[src/rtl/sized_dmem_ctrl.sv]
// Sized (byte/half/word) data-memory controller with req/ready handshake and programmable wait states.
// Optional misaligned-access trap is enabled by defining MISALIGN_TRAP_EN.
module sized_dmem_ctrl #(
   parameter int DEPTH_WORDS = 64,
   parameter int WAIT_CYCLES = 1
) (
   input  logic        clk,
   input  logic        reset,
   input  logic        req,
   input  logic        we,
   input  logic [1:0]  size,
   input  logic        unsigned_ld,
   input  logic [31:0] addr,
   input  logic [31:0] wdata,
   output logic [31:0] rdata,
   output logic        ready,
   output logic        busy,
   output logic        misalign
);

   localparam int AW = $clog2(DEPTH_WORDS);

   typedef enum logic [1:0] {S_IDLE, S_WAIT, S_DONE} state_t;

   state_t         r_state;
   logic [3:0]     r_cnt;
   logic           r_we;
   logic [1:0]     r_size;
   logic           r_uns;
   logic [AW+1:0]  r_addr;
   logic [31:0]    r_wdata;
   logic [31:0]    r_rdata;
   logic           r_ready;
   logic           r_busy;
   logic [31:0]    r_mem [DEPTH_WORDS];

   logic [AW-1:0]  w_idx;
   logic [1:0]     w_lane;
   logic [3:0]     w_be;
   logic [31:0]    w_wword;
   logic [31:0]    w_rword;
   logic [31:0]    w_ld;
   logic [31-AW-2:0] w_unused_addr;

   assign w_unused_addr = addr[31:AW+2];

   function automatic logic [31:0] load_ext(input logic [31:0] word, input logic [1:0] sz,
                                            input logic [1:0] lane, input logic uns);
      logic [31:0] sh;
      sh = word >> {lane, 3'b000};
      case (sz)
         2'b00:   load_ext = uns ? {24'h0, sh[7:0]}  : {{24{sh[7]}}, sh[7:0]};
         2'b01:   load_ext = uns ? {16'h0, sh[15:0]} : {{16{sh[15]}}, sh[15:0]};
         default: load_ext = sh;
      endcase
   endfunction

   assign w_idx   = r_addr[AW+1:2];
   assign w_rword = r_mem[w_idx];

`ifdef MISALIGN_TRAP_EN
   logic w_mis;
   logic r_mis;
   assign w_mis = (r_size[1] && (r_addr[1:0] != 2'b00)) ||
                  ((r_size == 2'b01) && r_addr[0]);
   assign misalign = r_mis;
`else
   assign misalign = 1'b0;
`endif

   // Misaligned low bits are dropped so the lane always lands on a natural boundary.
   always_comb begin
      w_lane  = r_addr[1:0];
      w_be    = 4'b0001 << r_addr[1:0];
      w_wword = {4{r_wdata[7:0]}};
      if (r_size[1]) begin
         w_lane  = 2'b00;
         w_be    = 4'b1111;
         w_wword = r_wdata;
      end else if (r_size[0]) begin
         w_lane  = {r_addr[1], 1'b0};
         w_be    = r_addr[1] ? 4'b1100 : 4'b0011;
         w_wword = {2{r_wdata[15:0]}};
      end
      w_ld = load_ext(w_rword, r_size, w_lane, r_uns);
`ifdef MISALIGN_TRAP_EN
      if (w_mis) begin
         w_be = 4'b0000;
         w_ld = 32'h0;
      end
`endif
   end

   always_ff @(posedge clk) begin
      if (reset) begin
         r_state <= S_IDLE;
         r_cnt   <= 4'd0;
         r_ready <= 1'b0;
         r_busy  <= 1'b0;
         r_rdata <= 32'h0;
`ifdef MISALIGN_TRAP_EN
         r_mis   <= 1'b0;
`endif
      end else begin
         r_ready <= 1'b0;
`ifdef MISALIGN_TRAP_EN
         r_mis   <= 1'b0;
`endif
         case (r_state)
            S_IDLE: begin
               if (req) begin
                  r_we    <= we;
                  r_size  <= size;
                  r_uns   <= unsigned_ld;
                  r_addr  <= addr[AW+1:0];
                  r_wdata <= wdata;
                  r_cnt   <= 4'(WAIT_CYCLES);
                  r_busy  <= 1'b1;
                  r_state <= S_WAIT;
               end
            end
            S_WAIT: begin
               // Ready and load data are registered on entry to DONE so they appear together.
               if (r_cnt == 4'd0) begin
                  r_state <= S_DONE;
                  r_ready <= 1'b1;
`ifdef MISALIGN_TRAP_EN
                  r_mis   <= w_mis;
`endif
                  if (!r_we) r_rdata <= w_ld;
               end else begin
                  r_cnt <= r_cnt - 4'd1;
               end
            end
            S_DONE: begin
               r_busy  <= 1'b0;
               r_state <= S_IDLE;
            end
            default: r_state <= S_IDLE;
         endcase
      end
   end

   // Store commits on the edge leaving DONE; reset on that edge abandons it.
   always_ff @(posedge clk) begin
      if (!reset && (r_state == S_DONE) && r_we) begin
         for (int i = 0; i < 4; i++) begin
            if (w_be[i]) r_mem[w_idx][8*i +: 8] <= w_wword[8*i +: 8];
         end
      end
   end

   assign rdata = r_rdata;
   assign ready = r_ready;
   assign busy  = r_busy;

endmodule
[config.mk]
export PLATFORM = sky130hd
export DESIGN_NAME = sized_dmem_ctrl
export DESIGN_NICKNAME = d
export VERILOG_FILES = /design/src/rtl/sized_dmem_ctrl.sv
export SDC_FILE = /design/constraint.sdc
export NUM_CORES = 2
export LEC_CHECK = 0
export CAP_MARGIN = 20
export CORE_ASPECT_RATIO = 2
export CORE_MARGIN = 10
export CORE_UTILIZATION = 55
export DETAILED_ROUTE_END_ITERATION = 10
export PLACE_DENSITY = 0.78
export RECOVER_POWER = 25
export SLEW_MARGIN = 20
export SYNTH_ARGS = -nofsm -noshare
export SYNTH_HDL_FRONTEND = slang
export SYNTH_SLANG_ARGS = --single-unit
[constraint.sdc]
create_clock -name clk -period 6.82 [get_ports clk]
set_clock_uncertainty 0.1 [all_clocks]
set_input_delay 1.023 -clock clk [delete_from_list [all_inputs] [get_ports clk]]
set_output_delay 1.023 -clock clk [all_outputs]
set_load 0.02 [all_outputs]
==> impl_metrics.toml <==
[sta]
worst_slew_pin_slew_ns = 3.67
min_period_ns = 5.59
setup_ws_ns = 1.23
hold-worst-slack_ns = 0.411
period_share_pct = 82.0
setup_viol = 0
max_freq_mhz = 179
maxSlewViolCount = 934
fin_setup_tns_ns = 0
final-hold-violation-count = 0
rsz0062_at_grt = "false"
slew-limit-headroom_pct = -145

[floorplan]
initial_core_util_pct = 55.3
die_area_mm2 = 0.169
coreArea_mm2 = 0.151
dieHeight_um = 571
die_w_um = 296
io-pin-count = 106
row_count = 202

[power]
p_sw_share_pct = 22.5
leakagePower_nw = 28.6
power_frac_clock_pct = 38.2
pwr-share-comb_pct = 8.2
power_density_mw_per_mm2 = 296
p_seq_share_pct = 53.7
intPower_mw = 21.1
ir_drop_v = 0.000271
p_sw_mw = 6.14

[clock_network]
clkTransAtPathRegs_ns = 0.07
htree_levels = 4
numCtsBuffers = 176
cts_tree = "done"
cts_num_sinks = 2138
clock_latency_ns = 0.83
cts_root_buf = "clkbuf_16"
post_cts_buffers = 0
post_cts_resized = 0
holdBufCountCts = 0
cts_buffer_depth = 4

[global_route]
first_global_vias = 44000
grt_pass1_wl_um = 328000
grt.overflow.total = 0
antenna_found_initial = 26
track_usage_pct = 27.8
grt_max_degree = 99

[critical_path]
critPathLaunchType = "register"
path_max_fanout = 67
r2r_start = "r_wdata[5]$_DFFE_PP_"
endpoint_kind = "register"
cp.arrival_ns = 6.05
crit_type = "register to register"
worst_r2r_path_depth = 4
critPathLaunch = "r_wdata[5]$_DFFE_PP_"
critical_path_required_ns = 7.28

[min_path]
worst_hold_startpoint = "rdata[21]$_SDFFE_PP0P_"
worst_hold_path_type = "register to register"
whs_path_depth = 2

[status]
violations = "capacitance limit, slew limit"
status = "finished, violations left"

[layout]
area_growth_pct = 10.3
drive_above_1_share_pct = 20.5
fin_area_mm2 = 0.0922
layout_common_cells = "edfxtp_1 (2092), mux4_2 (476), nor2_1 (321), mux2i_1 (205), clkbuf_16 (179)"
layout_commonest_cell = "edfxtp_1"
final_nets = 4271

[placed_design]
place_hpwl_um = 151000
io_buffers = 80
place_congestion = 0.990
placed_area_mm2 = 0.0864
pre_cts_slack_ns = 2.11

[logic_synthesis]
synthTopCellsByArea = "edfxtp_1 (75%), mux4_2 (13%), mux2i_1 (2.5%), nor2_1 (1.5%), dfxtp_1 (1.1%)"
synth_flop_cell = "edfxtp_1"
syn_area_mm2 = 0.0836
synthCells = 4076
ys_types = 68
synth_top_cell_area_share_pct = 75.2
synth.largest_area_cell = "edfxtp_1"
avgSynthCellArea_um2 = 20.5
syn_nets = 4148
synth_warnings = 0
synth-edff-count = 2092
ys_seq_elements = 2138
synthArstFlopShare_pct = 0
synth-seq-area-share_pct = 76.3

[route]
drt_drc_violations_left = 0
vias = 43300
drt_iter0_markers = 6702
routed_wl_um = 233000
first_pass_iters = 7
ant_nets = 0
via_per_inst = 6.90
wl_per_cell_um = 37.1

[job]
cap_violations = 17
## Yosys cell counts, types with 7 or more instances
library cell and number:
a211oi_1 47, nand3b_1 7, o22ai_1 39, inv_1 8, buf_6 21, nor3_1 13
a22o_1 7, dfxtp_1 46, clkbuf_1 88, buf_4 68, nor3b_1 9, buf_1 14
nand3_1 35, buf_2 47, mux4_2 476, mux2_2 42, a31oi_1 12, a21oi_1 50
a221oi_1 14, edfxtp_1 2092, o21ai_0 25, nor2b_1 21, nand2_1 143, or2_2 8
nor2_1 326, mux2i_1 205, or4_1 7, a22oi_1 98, nand2b_1 7
## critical path: stages, from the launching register on
cell and delay [ns]:
edfxtp_1 0.32, clkbuf_1 2.53, mux2i_1 0.65, o21ai_4 1.10
buf_4 0.53
## layout make-up
class	instances	area [um^2]
multi-input cells	1690	18600
well taps	1938	2420
clock buffers	210	4620
flip-flops and latches	2138	63800
diodes	8	20.0
repair buffers	185	1630
fillers	9955	58900
inverters	8	30.0
clock inverters	100	1180
## metal layers
layer / part of all wire, % / global-route usage, % / up-vias
li1: - / - / 17000
met1: 29 / 29.6 / 22100
met2: 50 / 45.9 / 3244
met3: 10 / 6.86 / 920
met4: 11 / 23.6 / 22
met5: 0.063 / 0 / -
## path summary, 6_finish.rpt
| check | slack [ns] | endpoint |
|---|---|---|
| setup / recovery | 1.23 | r_mem[62][29]$_DFFE_PP_ |
| hold / removal | 0.41 | rdata[21]$_SDFFE_PP0P_ |
| setup reg to reg | 1.23 | r_mem[62][29]$_DFFE_PP_ |
| hold reg to reg | 0.41 | rdata[21]$_SDFFE_PP0P_ |
## cells by family (layout without fill, tap and decap cells)
family,Yosys count,in the layout,synth area share [%]
compound gates,357,357,3.01
xor+xnor,2,2,0.0210
other cells,1,9,0.00449
simple gates,606,606,3.13
buf+inv,248,503,1.71
flops,2138,2138,76.3
mux,723,723,15.8
fa+ha+maj,1,1,0.0150
## power by group through the flow
| stage | clock network, mW | logic, mW | registers, mW |
|---|---|---|---|
| 2_1_floorplan | 0 | 1.35 | 14.9 |
| 3_5_place_dp | 0 | 2.15 | 14.9 |
| 5_1_grt | 10.9 | 2.28 | 14.6 |
| 6_report | 10.4 | 2.22 | 14.6 |
| 3_3_place_gp | 0 | 2.10 | 14.9 |
| 4_1_cts | 10.4 | 2.17 | 14.6 |
## metrics by stage
| stage | util, % | instances | power (mW) |
|---|---|---|---|
| 3_5_place_dp | 57.2 | 5957 | 17.1 |
| 3_3_place_gp | 57.2 | 5954 | 17.0 |
| 4_1_cts | 61.0 | 6267 | 27.2 |
| 5_1_grt | 61.0 | 6271 | 27.8 |
| 2_1_floorplan | - | 4076 | 16.2 |
| 6_report | 61.0 | 6277 | 27.3 |
## registers in the layout (all words and copies together), names as in the netlist, named ones only
register and cells:
r_mem 2048, r_wdata 32, rdata 32, r_addr 8, r_cnt 4, r_size 2
r_state 2, busy 1, r_uns 1, r_we 1, ready 1
Note: power is estimated with default switching activity, not from simulation.
